## src/rtl/fir_tap_mac_pipe.sv

```systemverilog
// Pipelined N-tap signed FIR: valid-qualified delay line, one multiply stage per tap,
// and a registered binary adder tree. Coefficients reset to +1, which gives a moving sum.
module fir_tap_mac_pipe #(
    parameter int DATA_W = 16,
    parameter int COEF_W = 8,
    parameter int TAPS   = 8,
    parameter int LOG2T  = $clog2(TAPS),
    parameter int OUT_W  = DATA_W + COEF_W + LOG2T
) (
    input  logic              clk,
    input  logic              reset,
    input  logic              in_valid,
    input  logic [DATA_W-1:0] in_data,
    input  logic              clear,
    input  logic              coef_we,
    input  logic [LOG2T-1:0]  coef_addr,
    input  logic [COEF_W-1:0] coef_wdata,
    output logic              out_valid,
    output logic [OUT_W-1:0]  out_data
);

    localparam int PROD_W = DATA_W + COEF_W;

    logic signed [DATA_W-1:0] tap_reg  [TAPS];
    logic signed [COEF_W-1:0] coef_reg [TAPS];
    logic signed [PROD_W-1:0] prod_reg [TAPS];
    logic                     tap_vld_reg;
    logic                     prod_vld_reg;
    logic signed [OUT_W-1:0]  out_data_reg;
    logic                     out_valid_reg;

    // Coefficients survive clear; only reset restores the +1 moving-sum default.
    always_ff @(posedge clk) begin
        if (reset) begin
            for (int j = 0; j < TAPS; j++) begin
                coef_reg[j] <= COEF_W'(1);
            end
        end else if (coef_we) begin
            coef_reg[coef_addr] <= coef_wdata;
        end
    end

    // The delay line advances only on accepted samples, so input gaps leave history intact.
    always_ff @(posedge clk) begin
        if (reset || clear) begin
            tap_vld_reg <= 1'b0;
            for (int j = 0; j < TAPS; j++) begin
                tap_reg[j] <= '0;
            end
        end else begin
            tap_vld_reg <= in_valid;
            if (in_valid) begin
                tap_reg[0] <= in_data;
                for (int j = 1; j < TAPS; j++) begin
                    tap_reg[j] <= tap_reg[j-1];
                end
            end
        end
    end

    always_ff @(posedge clk) begin
        if (reset || clear) begin
            prod_vld_reg <= 1'b0;
            for (int j = 0; j < TAPS; j++) begin
                prod_reg[j] <= '0;
            end
        end else begin
            prod_vld_reg <= tap_vld_reg;
            for (int j = 0; j < TAPS; j++) begin
                prod_reg[j] <= PROD_W'(tap_reg[j]) * PROD_W'(coef_reg[j]);
            end
        end
    end

    // Tree level gi holds TAPS>>gi sums, each one bit wider than its inputs.
    genvar gi, gj;
    generate
        for (gi = 1; gi <= LOG2T; gi++) begin : g_lvl
            localparam int W = PROD_W + gi;
            localparam int N = TAPS >> gi;

            logic signed [W-2:0] src [2*N];
            logic                vld_src;
            logic signed [W-1:0] sum_reg [N];
            logic                vld_reg;

            if (gi == 1) begin : g_first
                for (gj = 0; gj < 2*N; gj++) begin : g_src
                    assign src[gj] = prod_reg[gj];
                end
                assign vld_src = prod_vld_reg;
            end else begin : g_next
                for (gj = 0; gj < 2*N; gj++) begin : g_src
                    assign src[gj] = g_lvl[gi-1].sum_reg[gj];
                end
                assign vld_src = g_lvl[gi-1].vld_reg;
            end

            always_ff @(posedge clk) begin
                if (reset || clear) begin
                    vld_reg <= 1'b0;
                    for (int j = 0; j < N; j++) begin
                        sum_reg[j] <= '0;
                    end
                end else begin
                    vld_reg <= vld_src;
                    for (int j = 0; j < N; j++) begin
                        sum_reg[j] <= W'(src[2*j]) + W'(src[2*j+1]);
                    end
                end
            end
        end
    endgenerate

    // The output register only captures results that carry a valid bit; otherwise it holds.
    always_ff @(posedge clk) begin
        if (reset) begin
            out_valid_reg <= 1'b0;
            out_data_reg  <= '0;
        end else if (clear) begin
            out_valid_reg <= 1'b0;
        end else begin
            out_valid_reg <= g_lvl[LOG2T].vld_reg;
            if (g_lvl[LOG2T].vld_reg) begin
                out_data_reg <= g_lvl[LOG2T].sum_reg[0];
            end
        end
    end

    assign out_valid = out_valid_reg;
    assign out_data  = out_data_reg;

endmodule

```

## config.mk

```make
export PLATFORM = sky130hd
export DESIGN_NAME = fir_tap_mac_pipe
export DESIGN_NICKNAME = d
export VERILOG_FILES = /design/src/rtl/fir_tap_mac_pipe.sv
export SDC_FILE = /design/constraint.sdc
export NUM_CORES = 2
export LEC_CHECK = 0
export ABC_AREA = 1
export CAP_MARGIN = 20
export CORE_MARGIN = 1
export CORE_UTILIZATION = 60
export DETAILED_ROUTE_END_ITERATION = 10
export GPL_TIMING_DRIVEN = 0
export PLACE_DENSITY_LB_ADDON = 0.05
export SLEW_MARGIN = 0
export SYNTH_ARGS = -nofsm -noshare
export SYNTH_HDL_FRONTEND = slang
export SYNTH_SLANG_ARGS = --single-unit
```

## constraint.sdc

```tcl
create_clock -name clk -period 5 [get_ports clk]
set_input_delay 1 -clock clk [delete_from_list [all_inputs] [get_ports clk]]
set_output_delay 1 -clock clk [all_outputs]
set_load 0.02 [all_outputs]
```

=== After elaboration in Yosys (flattened, before gate mapping) ===
Memories as Yosys holds them, arrays and structs flattened. A register that Yosys moved wholly into a read port is not among the register bits.
Index checks and enable logic that the tools add are counted.

* Bits in registers: 6
* Memory bits (writable): 563
* Input bits: 32
* Output and inout port bits: 28
* Memories: 6

* Add/sub/neg operators: 7
* Multiply operators: 8
* Mux-type cells: 38
* Bitwise operators: 23
* Reductions and logical operators: 5

{| class="wikitable"
|+ Memory list
! name !! depth !! bits a word !! read ports !! clocked after memory_dff !! wr ports !! line !! text
|-
| prod_reg || 8 || 24 || 8 || 0 || 8 || 26 || <nowiki>logic signed [PROD_W-1:0] prod_reg [TAPS];</nowiki>
|-
| tap_reg || 8 || 16 || 8 || 0 || 8 || 24 || <nowiki>logic signed [DATA_W-1:0] tap_reg [TAPS];</nowiki>
|-
| g_lvl[1].sum_reg || 4 || 25 || 4 || 0 || 4 || 84 || <nowiki>logic signed [W-1:0] sum_reg [N];</nowiki>
|-
| coef_reg || 8 || 8 || 8 || 0 || 8 || 25 || <nowiki>logic signed [COEF_W-1:0] coef_reg [TAPS];</nowiki>
|-
| g_lvl[2].sum_reg || 2 || 26 || 2 || 0 || 2 || 84 ||
|-
| g_lvl[3].sum_reg || 1 || 27 || 1 || 1 || 1 || 84 ||
|}

{| class="wikitable"
|+ Operator list
! kind !! count
|-
| $mul 16x8->24 || 8
|-
| $mux 24 || 8
|-
| $mux 16 || 8
|-
| $add 24x24->25 || 4
|-
| $mux 25 || 4
|-
| $add 25x25->26 || 2
|-
| $mux 26 || 2
|-
| $add 26x26->27 || 1
|-
| $mux 27 || 1
|-
| $reduce_or 27->1 || 1
|-
| $or 1x1->1 || 22
|-
| $mux 1 || 13
|-
| $mux 8 || 1
|-
| $reduce_or 8->1 || 1
|-
| $mux 3 || 1
|-
| $reduce_and 2->1 || 1
|-
| $reduce_or 2->1 || 1
|-
| $logic_or 1x1->1 || 1
|-
| $not 1->1 || 1
|}

=== Logic depth before layout (Yosys ltp) ===
* Depth after elaboration: 5
* Depth in mapped cells: 24
* Gate-level depth less buffers: 22

=== Worst setup path after synthesis ===
Ideal clock, no wire load.

* Path type: input port to flip-flop
* From: input reset
* To: memory tap_reg[0][0] (enable)
* Arrival: 3.641 ns
* Required time: 3.885 ns
* Setup slack: 0.244 ns
* Stages on the path: 4
* Buffers on the path: 2
* Cell sequence: nor2_4 -> buf_2 -> buf_2 -> nand2_1

{| class="wikitable"
|+ RTL lines
! what !! line !! text
|-
| start, declared || 11 || <nowiki>input logic reset,</nowiki>
|-
| end, declared || 24 ||
|}

==> results.yml <==
timing:
  finalHoldViolations: 0
  worst_slew_pin_slew_ns: 1.060
  slew_viol_final: 0
  rsz0062_at_grt: "false"
  fin_crit_sh_pct: 96.66
  fin_hold_ws_ns: 0.4080
  clock.fmax_mhz: 206.9
  maxSlewHeadroom_pct: 29.24
  tns_ns: 0
  finalWorstSetupSlack_ns: 0.1671
  final.min_clock_period_ns: 4.833
  setup_viol: 0
  clock_skew_ns: 0.03293
finish:
  diodes: 0
  final_common_cell: "inv_1"
  final_cell_mix: "2,532 x inv_1, 2,286 x nand2_1, 1,032 x nor2_1, 828 x fa_1, 529 x ha_1"
  largest_reg_flops: 192
  final_nets: 11080
  final_cell_area_um2: 73690
  drive_gt1_share_pct: 3.377
  area_growth_pct: 7.775
die:
  num_rows: 123
  core_um2: 112800
  dieWidth_um: 339.6
  chipHeight_um: 339.6
  die-area_um2: 115300
  start_util_pct: 60.61
  pin_count: 60
grt:
  antenna_found_initial: 2
  gr-max-usage-layer: "met2"
  grt_max_degree: 63
  grtUsageMet3_pct: 4.794
  use_met1_pct: 44.62
  grt_usage_pct: 35.34
  grt_pass1_wl_um: 319800
  overflow: 0
  grtUsageMet2_pct: 59.91
  grt_pass1_vias: 60470
synth:
  synth_flop_cell: "dfxtp_1"
  synth_seq_area_share_pct: 20.26
  syn_area_um2: 68380
  async_flop_share_pct: 0
  synth_warnings: 0
  yosys.area.top_type_share_pct: 24.33
  syn_inst: 9566
  avgSynthCellArea_um2: 7.148
  synth_enable_flop_cells: 192
  synth_cell_types: 47
  synth_nets: 10960
  ys_ff_latch: 596
  ys_top_cells_by_area: "fa_1 24%, inv_1 14%, nand2_1 13%"
  synth_top_area_cell: "fa_1"
worst_setup_path:
  r2r_start: "coef_reg[6][4]$_SDFFCE_PN0P_"
  rr_worst_depth: 18
  worst-r2r-setup-slack_ns: 0.17
  r2r-end: "prod_reg[0][167]$_SDFF_PP0_"
  cp.required_ns: 5.53
  worstSetupEndpointType: "flip-flop"
  worstPathMaxFanout: 10
  cp.arrival_ns: 5.37
  start_kind: "flip-flop"
  crit_type: "flip-flop to flip-flop"
drt:
  firstDrtPassIters: 6
  routed_wl_um: 198800
  viasPerCell: 5.230
  drt_iter0_markers: 4626
  dr_total_vias: 58800
  wl_per_cell_um: 17.68
  ant_nets: 0
  drc: 0
power:
  pwr-share-comb_pct: 46.3
  power.share.clock_pct: 26.0
  pwr-share-seq_pct: 27.8
  p_switching_mw: 8.943
  power.leakage_nw: 42.66
  ir_drop_uv: 268.6
  netSwitchingFraction_pct: 42.85
  power_density_nw_per_um2: 283.2
  p_int_mw: 11.93
place:
  io_buffers: 59
  dp_hpwl_um: 164800
  post-place-ws_ns: -0.5000
  gp_congestion: 0.9674
  placed_cell_area_um2: 71040
worst_hold_path:
  hold_depth: 2
  hp-start: "g_lvl[1].vld_src$_SDFF_PP0_"
  worstHoldEndpoint: "g_lvl[1].vld_reg$_SDFF_PP0_"
  worstHoldPathType: "flip-flop to flip-flop"
clocking:
  clkTransAtPathRegs_ns: 0.06
  cts_tree: "built"
  htreeDepth: 3
  cts_buffer_depth: 3
  insertion_delay_ns: 0.66
  cts.sinks: 596
  ctsRootBufferMaster: "clkbuf_16"
  hold_buffers: 0
  cts_made_buffers: 70
run:
  cap_violations: 0
status:
  status: "finished clean"
-- routing by layer --
metal	share of wire, %	routed length [um]	up-vias
li1	-	-	28490
met1	41	81520	27820
met2	47	93570	2014
met3	6.7	13340	469
met4	5.2	10350	4
met5	0.011	21	-
-- through the flow --
stage                     util, %  std cells  power (mW)
after floorplan                 -       9566       12.49
after global placement      62.80      11130       15.17
after detailed placement    62.97      11140       15.32
after CTS                   65.19      11260       20.82
after global routing        65.33      11240       22.47
final                       65.33      11240       20.87
-- cells in the mapped netlist, drive strengths merged (38+ instances only) --
master  count
buf        50
ha        532
nand2    2299
fa        831
nand4      93
clkbuf    259
nor2     1050
o21bai     45
o21ai     294
dfxtp     404
a21oi     519
inv      2536
nor3       52
edfxtp    192
o21a       38
nand3     259
-- layout make-up --
cell class                 count  area (um2)
timing repair buffer          99        1003
fill                       10240       39120
inverter                    2538        9527
sequential                   596       13850
multi-input combinational   6123       43790
buffer                       257        1170
clock buffer                  91        1986
clock inverter                38       484.2
tap                         1500        1877
-- worst max path at each step --
| stage | startpoint | to | slack, ns | depth (start not counted) |
|---|---|---|---|---|
| final | coef_reg[6][4]$_SDFFCE_PN0P_ | prod_reg[0][167]$_SDFF_PP0_ | 0.17 | 18 |
| after global routing | tap_reg[1][13]$_SDFFCE_PN0P_ | prod_reg[0][118]$_SDFF_PP0_ | 0.0009 | 17 |
| after CTS | coef_reg[7][6]$_SDFFCE_PN0P_ | prod_reg[0][189]$_SDFF_PP0_ | 0.0009 | 20 |
| after detailed placement | coef_reg[6][2]$_SDFFCE_PN0P_ | prod_reg[0][167]$_SDFF_PP0_ | -0.50 | 19 |
| after global placement | clear | tap_reg[1][33]$_SDFFCE_PP0P_ | -3.27 | 5 |
| after floorplan | reset | tap_reg[0][0]$_SDFFCE_PN0P_ | 0.24 | 4 |
-- power groups by stage --
stage | registers [mW] | clock network, mW | logic [mW]
3_3_place_gp | 5.84 | 0 | 9.33
4_1_cts | 5.74 | 5.49 | 9.58
6_report | 5.79 | 5.42 | 9.66
2_1_floorplan | 5.68 | 0 | 6.81
5_1_grt | 5.82 | 5.69 | 11.0
3_5_place_dp | 5.83 | 0 | 9.49
-- critical path, cell delays in order (launching register included) --
cell      delay, ns
edfxtp_1       0.56
buf_2          0.33
nand2_1        0.11
fa_2           0.59
inv_1          0.11
fa_1           0.52
inv_1          0.05
fa_1           0.51
inv_1          0.06
fa_1           0.49
ha_2           0.42
nand2_1        0.08
nor2_1         0.16
inv_1          0.06
nor2_1         0.14
nand4_1        0.11
nand3_1        0.12
nor2_1         0.05
nor2_1         0.26
-- kinds of logic (layout without fill, tap and decap cells) --
logic type / after synthesis / count (layout) / share of synthesized area, %
AOI/OAI and AO/OA: 913 / 913 / 7.118
xor gates and xnor gates: 50 / 50 / 0.6405
adders and majority gates: 1363 / 1363 / 34.07
buffers and inverters: 2847 / 3023 / 15.75
DFF: 596 / 596 / 20.26
and+or+nand+nor: 3797 / 3797 / 22.16
-- what timing repair did --
action                                  CTS  global route
buffers inserted                          2            28
hold endpoints to repair                  0             0
resized for setup                        35           106
cloned                                    0             0
endpoints found under the setup margin   39           104
Power figures use the tool's default switching activity.
